**src/rtl/key_cond_pkg.sv**
```systemverilog
// key_cond_pkg
//   Shared definitions for the counting-game input conditioner and its
//   consumer (game_top): per-channel debounce FSM state encoding, default
//   timing constants and the board bit positions of the buttons/switches.
package key_cond_pkg;

  // Debounce channel states. The encoding is fixed because game_top decodes
  // the same values.
  typedef enum logic [1:0] {
    ST_IDLE     = 2'd0,
    ST_DOWN_CNT = 2'd1,
    ST_HELD     = 2'd2,
    ST_UP_CNT   = 2'd3
  } key_st_e;

  // Default timing, in clk cycles.
  localparam int unsigned DEF_DEB_CYCLES  = 20000;
  localparam int unsigned DEF_LONG_CYCLES = 1000000;

  // Board bit indices.
  localparam int unsigned BTN_SURE  = 0;
  localparam int unsigned BTN_START = 1;
  localparam int unsigned SW_EN     = 7;

endpackage

```
**src/rtl/key_cond_debounce_ch.sv**
```systemverilog
// key_cond_debounce_ch
//   One input channel: 2-flop synchronizer, 4-state debounce FSM and an
//   optional long-press hold counter (HAS_LONG).
//
//   state       | meaning
//   ------------+-----------------------------------------------
//   ST_IDLE     | accepted level 0, input stable low
//   ST_DOWN_CNT | level 0, input high, counting toward accept
//   ST_HELD     | accepted level 1, input stable high
//   ST_UP_CNT   | level 1, input low, counting toward accept
//
// Ports:
//   clk          in   system clock
//   rst          in   synchronous active-high reset
//   raw          in   asynchronous raw pin
//   level        out  debounced level
//   press_pulse  out  1-cycle pulse on accepted 0->1
//   rel_pulse    out  1-cycle pulse on accepted 1->0
//   long_pulse   out  1-cycle pulse once per hold after LONG_CYCLES
//   change_pulse out  press_pulse | rel_pulse
module key_cond_debounce_ch
  import key_cond_pkg::*;
#(
  parameter int unsigned DEB_CYCLES  = DEF_DEB_CYCLES,
  parameter int unsigned LONG_CYCLES = DEF_LONG_CYCLES,
  parameter bit          HAS_LONG    = 1'b1
) (
  input  logic clk,
  input  logic rst,
  input  logic raw,
  output logic level,
  output logic press_pulse,
  output logic rel_pulse,
  output logic long_pulse,
  output logic change_pulse
);

  localparam int CNT_W = $clog2(DEB_CYCLES);
  localparam logic [CNT_W-1:0] CNT_ONE  = CNT_W'(1);
  localparam logic [CNT_W-1:0] CNT_LAST = CNT_W'(DEB_CYCLES - 1);

  logic             sync1_q, s_q;
  key_st_e          state_q, state_d;
  logic [CNT_W-1:0] cnt_q, cnt_d;
  logic             level_q, level_d;
  logic             press_q, press_d;
  logic             rel_q, rel_d;
  logic             change_q, change_d;

  always_comb begin
    state_d  = state_q;
    cnt_d    = cnt_q;
    level_d  = level_q;
    press_d  = 1'b0;
    rel_d    = 1'b0;
    case (state_q)
      ST_IDLE: begin
        if (s_q) begin
          state_d = ST_DOWN_CNT;
          cnt_d   = CNT_ONE;
        end
      end
      ST_DOWN_CNT: begin
        if (!s_q) begin
          state_d = ST_IDLE;
          cnt_d   = '0;
        end else if (cnt_q == CNT_LAST) begin
          state_d = ST_HELD;
          cnt_d   = '0;
          level_d = 1'b1;
          press_d = 1'b1;
        end else begin
          cnt_d = cnt_q + CNT_ONE;
        end
      end
      ST_HELD: begin
        if (!s_q) begin
          state_d = ST_UP_CNT;
          cnt_d   = CNT_ONE;
        end
      end
      ST_UP_CNT: begin
        if (s_q) begin
          state_d = ST_HELD;
          cnt_d   = '0;
        end else if (cnt_q == CNT_LAST) begin
          state_d = ST_IDLE;
          cnt_d   = '0;
          level_d = 1'b0;
          rel_d   = 1'b1;
        end else begin
          cnt_d = cnt_q + CNT_ONE;
        end
      end
      default: begin
        state_d = ST_IDLE;
        cnt_d   = '0;
        level_d = 1'b0;
      end
    endcase
    change_d = press_d | rel_d;
  end

  always_ff @(posedge clk) begin
    if (rst) begin
      sync1_q  <= 1'b0;
      s_q      <= 1'b0;
      state_q  <= ST_IDLE;
      cnt_q    <= '0;
      level_q  <= 1'b0;
      press_q  <= 1'b0;
      rel_q    <= 1'b0;
      change_q <= 1'b0;
    end else begin
      sync1_q  <= raw;
      s_q      <= sync1_q;
      state_q  <= state_d;
      cnt_q    <= cnt_d;
      level_q  <= level_d;
      press_q  <= press_d;
      rel_q    <= rel_d;
      change_q <= change_d;
    end
  end

  assign level        = level_q;
  assign press_pulse  = press_q;
  assign rel_pulse    = rel_q;
  assign change_pulse = change_q;

  if (HAS_LONG) begin : g_long
    localparam int HOLD_W = $clog2(LONG_CYCLES + 1);
    localparam logic [HOLD_W-1:0] HOLD_ONE = HOLD_W'(1);
    localparam logic [HOLD_W-1:0] HOLD_MAX = HOLD_W'(LONG_CYCLES);

    logic [HOLD_W-1:0] hold_q, hold_d;
    logic              long_q, long_d;

    // Only a fresh press restarts the hold count; returning to HELD after a
    // rejected release glitch keeps counting, so the long pulse is not delayed.
    always_comb begin
      hold_d = hold_q;
      long_d = 1'b0;
      if (press_d || state_d == ST_IDLE) begin
        hold_d = '0;
      end else if ((state_q == ST_HELD || state_q == ST_UP_CNT) &&
                   hold_q != HOLD_MAX) begin
        hold_d = hold_q + HOLD_ONE;
        long_d = (hold_d == HOLD_MAX);
      end
    end

    always_ff @(posedge clk) begin
      if (rst) begin
        hold_q <= '0;
        long_q <= 1'b0;
      end else begin
        hold_q <= hold_d;
        long_q <= long_d;
      end
    end

    assign long_pulse = long_q;
  end else begin : g_no_long
    assign long_pulse = 1'b0;
  end

endmodule

```
**src/rtl/key_cond.sv**
```systemverilog
// key_cond
//   Input conditioner for the counting-game board. Synchronizes and debounces
//   the raw push-buttons and DIP switches and produces levels and 1-cycle
//   event pulses for game_top. Every channel is independent.
//
// Ports:
//   clk          in   system clock
//   rst          in   synchronous active-high reset
//   btn_raw      in   raw buttons (bit 0 = sure, bit 1 = start)
//   sw_raw       in   raw switches (bit 7 = power/enable)
//   btn_level    out  debounced button levels
//   btn_press    out  1-cycle pulse on accepted press
//   btn_release  out  1-cycle pulse on accepted release
//   btn_long     out  1-cycle pulse once per hold after LONG_CYCLES
//   sw_level     out  debounced switch levels
//   sw_change    out  1-cycle pulse on any accepted switch transition
module key_cond
  import key_cond_pkg::*;
#(
  parameter int unsigned N_BTN       = 2,
  parameter int unsigned N_SW        = 8,
  parameter int unsigned DEB_CYCLES  = DEF_DEB_CYCLES,
  parameter int unsigned LONG_CYCLES = DEF_LONG_CYCLES
) (
  input  logic             clk,
  input  logic             rst,
  input  logic [N_BTN-1:0] btn_raw,
  input  logic [N_SW-1:0]  sw_raw,
  output logic [N_BTN-1:0] btn_level,
  output logic [N_BTN-1:0] btn_press,
  output logic [N_BTN-1:0] btn_release,
  output logic [N_BTN-1:0] btn_long,
  output logic [N_SW-1:0]  sw_level,
  output logic [N_SW-1:0]  sw_change
);

  // Channel outputs that this top does not forward.
  logic [N_BTN-1:0] btn_change_unused;
  logic [N_SW-1:0]  sw_press_unused;
  logic [N_SW-1:0]  sw_rel_unused;
  logic [N_SW-1:0]  sw_long_unused;

  for (genvar i = 0; i < int'(N_BTN); i++) begin : g_btn
    key_cond_debounce_ch #(
      .DEB_CYCLES  (DEB_CYCLES),
      .LONG_CYCLES (LONG_CYCLES),
      .HAS_LONG    (1'b1)
    ) u_ch (
      .clk          (clk),
      .rst          (rst),
      .raw          (btn_raw[i]),
      .level        (btn_level[i]),
      .press_pulse  (btn_press[i]),
      .rel_pulse    (btn_release[i]),
      .long_pulse   (btn_long[i]),
      .change_pulse (btn_change_unused[i])
    );
  end

  for (genvar i = 0; i < int'(N_SW); i++) begin : g_sw
    key_cond_debounce_ch #(
      .DEB_CYCLES  (DEB_CYCLES),
      .LONG_CYCLES (LONG_CYCLES),
      .HAS_LONG    (1'b0)
    ) u_ch (
      .clk          (clk),
      .rst          (rst),
      .raw          (sw_raw[i]),
      .level        (sw_level[i]),
      .press_pulse  (sw_press_unused[i]),
      .rel_pulse    (sw_rel_unused[i]),
      .long_pulse   (sw_long_unused[i]),
      .change_pulse (sw_change[i])
    );
  end

endmodule
```
**config.mk**
```make
export PLATFORM = sky130hd
export DESIGN_NAME = key_cond
export DESIGN_NICKNAME = d
export VERILOG_FILES = /design/src/rtl/key_cond_pkg.sv /design/src/rtl/key_cond_debounce_ch.sv /design/src/rtl/key_cond.sv
export SDC_FILE = /design/constraint.sdc
export NUM_CORES = 1
export LEC_CHECK = 0
export ABC_AREA = 1
export ABC_CLOCK_PERIOD_IN_PS = 2250
export CAP_MARGIN = 5
export CORE_AREA = 2 2 150 152
export DETAILED_ROUTE_END_ITERATION = 8
export DIE_AREA = 0 0 152 154
export GPL_TIMING_DRIVEN = 0
export PLACE_DENSITY = 0.79
export SLEW_MARGIN = 30
export SYNTH_ARGS = -nofsm -noshare
export SYNTH_HDL_FRONTEND = slang
export SYNTH_SLANG_ARGS = --single-unit
```
**constraint.sdc**
```tcl
create_clock -name clk -period 2.25 [get_ports clk]
set_input_delay 0.45 -clock clk [delete_from_list [all_inputs] [get_ports clk]]
set_output_delay 0.45 -clock clk [all_outputs]
set_load 0.01 [all_outputs]
```
==> results of run 1 <==
==> cell families (layout without fill, tap and decap cells) <==
logic type      after synthesis  in the layout  synth area share, %
compound gates              344            344                14.04
buf+inv                     347            429                11.01
flops                       254            254                37.99
xor+xnor                     34             34                2.225
fa+ha+maj                    16             16                1.496
simple gates               1022           1022                33.23
==> per-stage QoR <==
stage / instance area, um2 / util, % / power [mW] / setup WS, ns
final: 15080 / 69.53 / 10.10 / 0.1930
after global routing: 15080 / 69.53 / 10.40 / 0.04885
after CTS: 15080 / 69.53 / 10.16 / 0.2140
after detailed placement: 14070 / 64.90 / 5.173 / -0.2031
after global placement: 14070 / 64.90 / 5.162 / -0.2148
after floorplan: 13380 / - / 4.995 / 0.6207
==> worst max path at each step <==
| stage | from | end | slack [ns] | cells after the start |
|---|---|---|---|---|
| 3_5_place_dp | rst | g_sw[6].u_ch.level | -0.20 | 6 |
| 4_1_cts | g_btn[1].u_ch.g_long.hold_q[0] | g_btn[1].u_ch.g_long.hold_q[1] | 0.21 | 9 |
| 5_1_grt | g_btn[1].u_ch.g_long.hold_q[0] | g_btn[1].u_ch.g_long.hold_q[19] | 0.05 | 10 |
| 2_1_floorplan | g_btn[0].u_ch.cnt_q[0] | g_btn[0].u_ch.g_long.hold_q[7] | 0.62 | 11 |
| 3_3_place_gp | rst | g_sw[6].u_ch.level | -0.21 | 6 |
| 6_report | g_btn[1].u_ch.g_long.hold_q[0] | g_btn[1].u_ch.g_long.hold_q[1] | 0.19 | 9 |
==> per-layer routing <==
metal	routed length, um	share of wire [%]	track usage (%)	vias to the layer above
met5	0	0	0	-
met4	902	2.8	8.945	0
met3	1643	5.1	3.269	68
met2	15160	47	47.10	330
met1	14310	45	34.34	5859
li1	-	-	-	6604
==> sequential cells by signal, summed over array words and instances (netlist names), named ones only <==
| name | count |
|---|---|
| g_btn.u_ch.cnt_q | 30 |
| g_btn.u_ch.g_long.hold_q | 40 |
| g_btn.u_ch.level | 2 |
| g_btn.u_ch.long_pulse | 2 |
| g_btn.u_ch.press_pulse | 2 |
| g_btn.u_ch.rel_pulse | 2 |
| g_btn.u_ch.s_q | 2 |
| g_btn.u_ch.state_q | 4 |
| g_btn.u_ch.sync1_q | 2 |
| g_sw.u_ch.change_pulse | 8 |
| g_sw.u_ch.cnt_q | 120 |
| g_sw.u_ch.level | 8 |
| g_sw.u_ch.s_q | 8 |
| g_sw.u_ch.state_q | 8 |
| g_sw.u_ch.sync1_q | 8 |
==> layout make-up <==
| cell class | instances | area [um2] | share of cell area (%) |
|---|---|---|---|
| clock buffer | 32 | 734.5 | 4.870 |
| sequential | 254 | 5085 | 33.72 |
| inverter | 274 | 1028 | 6.820 |
| multi-input combinational | 1416 | 6825 | 45.26 |
| timing repair buffer | 34 | 340.3 | 2.257 |
| clock inverter | 16 | 271.5 | 1.800 |
| tap | 280 | 350.3 | 2.323 |
| buffer | 73 | 445.4 | 2.954 |
==> worst reg2reg max path, delay by kind of cell (launching register included) <==
kind	cells	cell delay (ns)
compound gates	1	0.20
simple gates	4	0.61
fa+ha+maj	1	0.24
flops	1	0.43
buf+inv	3	0.50
==> cells in the final DEF (no fill, tap or decap), drive strengths merged, types with 2 or more instances in the layout <==
cell type,synthesis,layout
xor2,31,31
clkbuf,25,57
o21bai,9,9
nor3,40,40
and3,7,7
o21ai,127,127
ha,16,16
nor2,284,284
clkdlybuf4s50,0,34
clkinv,2,8
nor4,2,2
o22ai,4,4
a221oi,2,2
nand4,47,47
clkinvlp,0,2
nand3,118,118
o31ai,2,2
inv,272,273
dfxtp,254,254
nand3b,4,4
or2,10,10
o211ai,11,11
xnor2,3,3
nand2,505,505
o211a,4,4
a31o,2,2
buf,48,48
a211oi,7,7
a21oi,159,159
bufinv,0,7
a31oi,8,8
o2111ai,3,3
a22oi,2,2
nor3b,3,3
==> power by group <==
part           switching, mW  internal (mW)
Combinational          0.353          0.124
Sequential            0.0486           4.55
Clock                   1.89           3.13
==> impl_metrics.env, run 1 <==
export IMPL_cts_resized=0
export IMPL_core_area_mm2=0.02169
export IMPL_p_leak_nw=5.575
export IMPL_synth_fp_nets=2045
export IMPL_timing_hold_worst_endpoint="g_sw[0].u_ch.s_q"
export IMPL_path_cells="inv_1 > ha_1 > and3_1 > nand3_1 > nor2_1 > nor2_2 > inv_2 > buf_4 > a211oi_1"
export IMPL_clkLatencyLatePin_ns=0.55
export IMPL_io_buffers=34
export IMPL_final_max_slew_viol_count=0
export IMPL_clock_skew_ns=0.02443
export IMPL_final_nets=2108
export IMPL_yosysTopAreaCell="dfxtp_1"
export IMPL_gp_congestion=0.9257
export IMPL_grt_max_degree=15
export IMPL_ys_seq_elements=254
export IMPL_cts_sinks=254
export IMPL_yosysSeqAreaShare_pct=37.99
export IMPL_min_delay_start="g_sw[0].u_ch.sync1_q"
export IMPL_required_ns=2.70
export IMPL_synth_area_mm2=0.01338
export IMPL_cts_buffers=27
export IMPL_tns_ns=0
export IMPL_critPathMaxStageDelay_ns=0.43
export IMPL_synth_edf_count=0
export IMPL_postCtsSetupRepairBufs=0
export IMPL_vias=12860
export IMPL_r2r_end="g_btn[1].u_ch.g_long.hold_q[1]"
export IMPL_hp_class="reg2reg"
export IMPL_drt_pass1_iter_count=6
export IMPL_clkTransAtPathRegs_ns=0.06
export IMPL_reg2regPathDepth=9
export IMPL_yosysMostFrequentCell="nand2_1"
export IMPL_io_pins=36
export IMPL_drive_above_1_share_pct=7.766
export IMPL_die_width_um=152
export IMPL_postCtsHoldBufs=0
export IMPL_track_usage_pct=26.84
export IMPL_startpoint_type="flop"
export IMPL_syn2layout_area_growth_pct=12.68
export IMPL_diodes=0
export IMPL_antenna_found_initial=0
export IMPL_hpwlAfterDp_um=22030
export IMPL_irDropWorstVdd_mv=0.6529
export IMPL_initial_utilization_pct=61.71
export IMPL_wl_um=32020
export IMPL_rows=54
export IMPL_path_delay_family="simple AND/OR/NAND/NOR gates"
export IMPL_viasPerCell=5.406
export IMPL_die_area_mm2=0.02341
export IMPL_worstMarginPinSlew_ns=1.018
export IMPL_relSlewSlack_pct=32.11
export IMPL_yosysWarnings=0
export IMPL_cp_buffers_inverters=3
export IMPL_cp_slowest_cell="dfxtp_1"
export IMPL_min_path_cells=2
export IMPL_die_h_um=154
export IMPL_status="finished clean"
export IMPL_grt_ovfl_total=0
export IMPL_end_kind="flop"
export IMPL_synth_distinct_cells=53
export IMPL_setup_viol=0
export IMPL_routedWlPerCell_um=13.46
export IMPL_fillCellCount=1842
export IMPL_drv_cap=0
export IMPL_first_iter_violations=878
export IMPL_synth_area_leaders="dfxtp_1, nand2_1, inv_1"
export IMPL_placedCellCount=2331
export IMPL_hold_ws_ns=0.4054
export IMPL_grt_pass1_vias=11750
export IMPL_reg2reg_slack_ns=0.19
export IMPL_avgSynthCellArea_um2=6.636
export IMPL_p_per_area_mw_per_mm2=669.6
export IMPL_synth_top_area_share_pct=37.99
export IMPL_grt_first_pass_wirelength_um=53660
export IMPL_cts_max_level=1
export IMPL_cts_tree="yes"
export IMPL_fin_cells=2379
export IMPL_period_minus_slack_ns=2.057
export IMPL_cts_root_buf="clkbuf_16"
export IMPL_hold_viol_final=0
export IMPL_crit_arrival_ns=2.51
export IMPL_ant_nets=0
export IMPL_finalCritPeriodShare_pct=91.42
export IMPL_worst_setup_path_type="reg2reg"
export IMPL_drc=0
export IMPL_clock_path_buffers=3
export IMPL_r2r_start="g_btn[1].u_ch.g_long.hold_q[0]"
export IMPL_fmax_mhz=486.1
export IMPL_syn_inst=2017
export IMPL_rsz0062_at_grt="false"
export IMPL_synth_common_cells="nand2_1, inv_1, nor2_1, dfxtp_1, a21oi_1"
export IMPL_synth_ff_type="dfxtp_1"
export IMPL_synth_async_sr_flop_share_pct=0
export IMPL_crit_fanout=10
(Power assumes the default switching activity.)
==> inputs of run 2 (changes only) <==
RECOVER_POWER = 50   (was default)
==> impl_metrics.env, run 2 (synthesis gave the netlist of run 1 again) <==
export IMPL_setup_viol=0
export IMPL_path_delay_family="simple AND/OR/NAND/NOR gates"
export IMPL_worst_setup_path_type="reg2reg"
export IMPL_p_per_area_mw_per_mm2=672.8
export IMPL_cts_buffers=27
export IMPL_crit_fanout=10
export IMPL_fmax_mhz=484.2
export IMPL_placedCellCount=2331
export IMPL_grt_ovfl_total=0
export IMPL_first_iter_violations=958
export IMPL_die_area_mm2=0.02341
export IMPL_clock_skew_ns=0.02483
export IMPL_postCtsHoldBufs=0
export IMPL_cts_max_level=1
export IMPL_grt_pass1_vias=11750
export IMPL_clkLatencyLatePin_ns=0.55
export IMPL_startpoint_type="flop"
export IMPL_final_nets=2108
export IMPL_clkTransAtPathRegs_ns=0.06
export IMPL_diodes=0
export IMPL_cp_buffers_inverters=3
export IMPL_final_max_slew_viol_count=0
export IMPL_hold_ws_ns=0.4057
export IMPL_status="finished clean"
export IMPL_die_h_um=154
export IMPL_routedWlPerCell_um=13.45
export IMPL_ant_nets=0
export IMPL_cp_slowest_cell="dfxtp_1"
export IMPL_wl_um=32010
export IMPL_cts_root_buf="clkbuf_16"
export IMPL_viasPerCell=5.406
export IMPL_critPathMaxStageDelay_ns=0.37
export IMPL_vias=12860
export IMPL_largestRegisters="g_sw.u_ch.cnt_q x120, g_btn.u_ch.g_long.hold_q x40, g_btn.u_ch.cnt_q x30"
export IMPL_drive_above_1_share_pct=6.813
export IMPL_grt_max_degree=15
export IMPL_clock_path_buffers=3
export IMPL_layout_commonest_cell="nand2_1"
export IMPL_postCtsSetupRepairBufs=0
export IMPL_crit_arrival_ns=2.50
export IMPL_syn2layout_area_growth_pct=12.09
export IMPL_die_width_um=152
export IMPL_cts_resized=0
export IMPL_grt_first_pass_wirelength_um=53660
export IMPL_rows=54
export IMPL_cts_tree="yes"
export IMPL_p_leak_nw=5.569
export IMPL_path_cells="ha_1 > nand2_1 > inv_1 > nand2_1 > nor2_1 > nand4_1 > nand2_1 > clkinv_1 > nand2_1 > nand3_1 > nand2_1 > inv_1"
export IMPL_crit_top_cell="nand2_1"
export IMPL_rsz0062_at_grt="false"
export IMPL_end_kind="flop"
export IMPL_io_pins=36
export IMPL_antenna_found_initial=0
export IMPL_largest_reg_flops=120
export IMPL_hold_viol_final=0
export IMPL_fin_cells=2379
export IMPL_drt_pass1_iter_count=6
export IMPL_initial_utilization_pct=61.71
export IMPL_hp_class="in2reg"
export IMPL_track_usage_pct=26.84
export IMPL_hpwlAfterDp_um=22030
export IMPL_drv_cap=0
export IMPL_io_buffers=34
export IMPL_irDropWorstVdd_mv=0.6535
export IMPL_drc=0
export IMPL_regMostFlops="g_sw.u_ch.cnt_q"
export IMPL_cts_sinks=254
export IMPL_final_cell_mix="nand2_1, nor2_1, inv_1"
export IMPL_finalCritPeriodShare_pct=91.79
export IMPL_gp_congestion=0.9257
export IMPL_period_minus_slack_ns=2.065
export IMPL_required_ns=2.68
export IMPL_worstMarginPinSlew_ns=1.003
export IMPL_core_area_mm2=0.02169
export IMPL_relSlewSlack_pct=33.10
==> run 2: worst paths after layout <==
| path | from | end | slack, ns | cells past startpoint |
|---|---|---|---|---|
| setup / recovery | g_sw[7].u_ch.cnt_q[0] | g_sw[7].u_ch.cnt_q[11] | 0.18 | 12 |
| hold / removal | sw_raw[1] | g_sw[1].u_ch.sync1_q | 0.41 | 3 |
| hold reg to reg | g_sw[0].u_ch.sync1_q | g_sw[0].u_ch.s_q | 0.41 | 2 |
| setup reg to reg | g_sw[7].u_ch.cnt_q[0] | g_sw[7].u_ch.cnt_q[11] | 0.18 | 12 |
==> run 2: final cells by class <==
cell class	count	area (um2)
Multi-Input combinational cell	1416	6758
Buffer	73	434.2
Clock buffer	32	734.5
Fill cell	1862	6686
Inverter	274	1028
Sequential cell	254	5085
Tap cell	280	350.3
Clock inverter	16	271.5
Timing Repair Buffer	34	340.3
==> run 2: layer usage <==
layer  vias to the layer above  wire (um)  global-route usage, %
li1                       6608          -                      -
met1                      5840      14470                  34.34
met3                        71       1569                  3.269
met4                         0        918                  8.945
met5                         -          0                      0
met2                       342      15050                  47.10
==> run 2: power breakdown <==
part | total (mW) | switching (mW) | leakage, nW | internal [mW]
Combinational | 0.472 | 0.352 | 3.03 | 0.120
Sequential | 4.60 | 0.0480 | 2.05 | 4.55
Clock | 5.02 | 1.89 | 0.490 | 3.13
Total | 10.1 | 2.29 | 5.57 | 7.80
==> run 2: worst min-delay path, delay by kind of cell <==
kind / cells / cell delay [ns]
buffers and inverters: 2 / 0.44
and+or+nand+nor: 1 / 0.03
==> run 2: per-stage QoR <==
stage	utilization [%]	power, mW	cell area (um2)	worst slack [ns]	TNS (ns)
floorplan	-	4.995	13380	0.6207	0
global placement	64.90	5.162	14070	-0.2148	-2.945
detailed placement	64.90	5.173	14070	-0.2031	-3.353
CTS	69.53	10.16	15080	0.2140	0
global route	69.17	10.40	15000	0.03031	0
finish	69.17	10.09	15000	0.1848	0
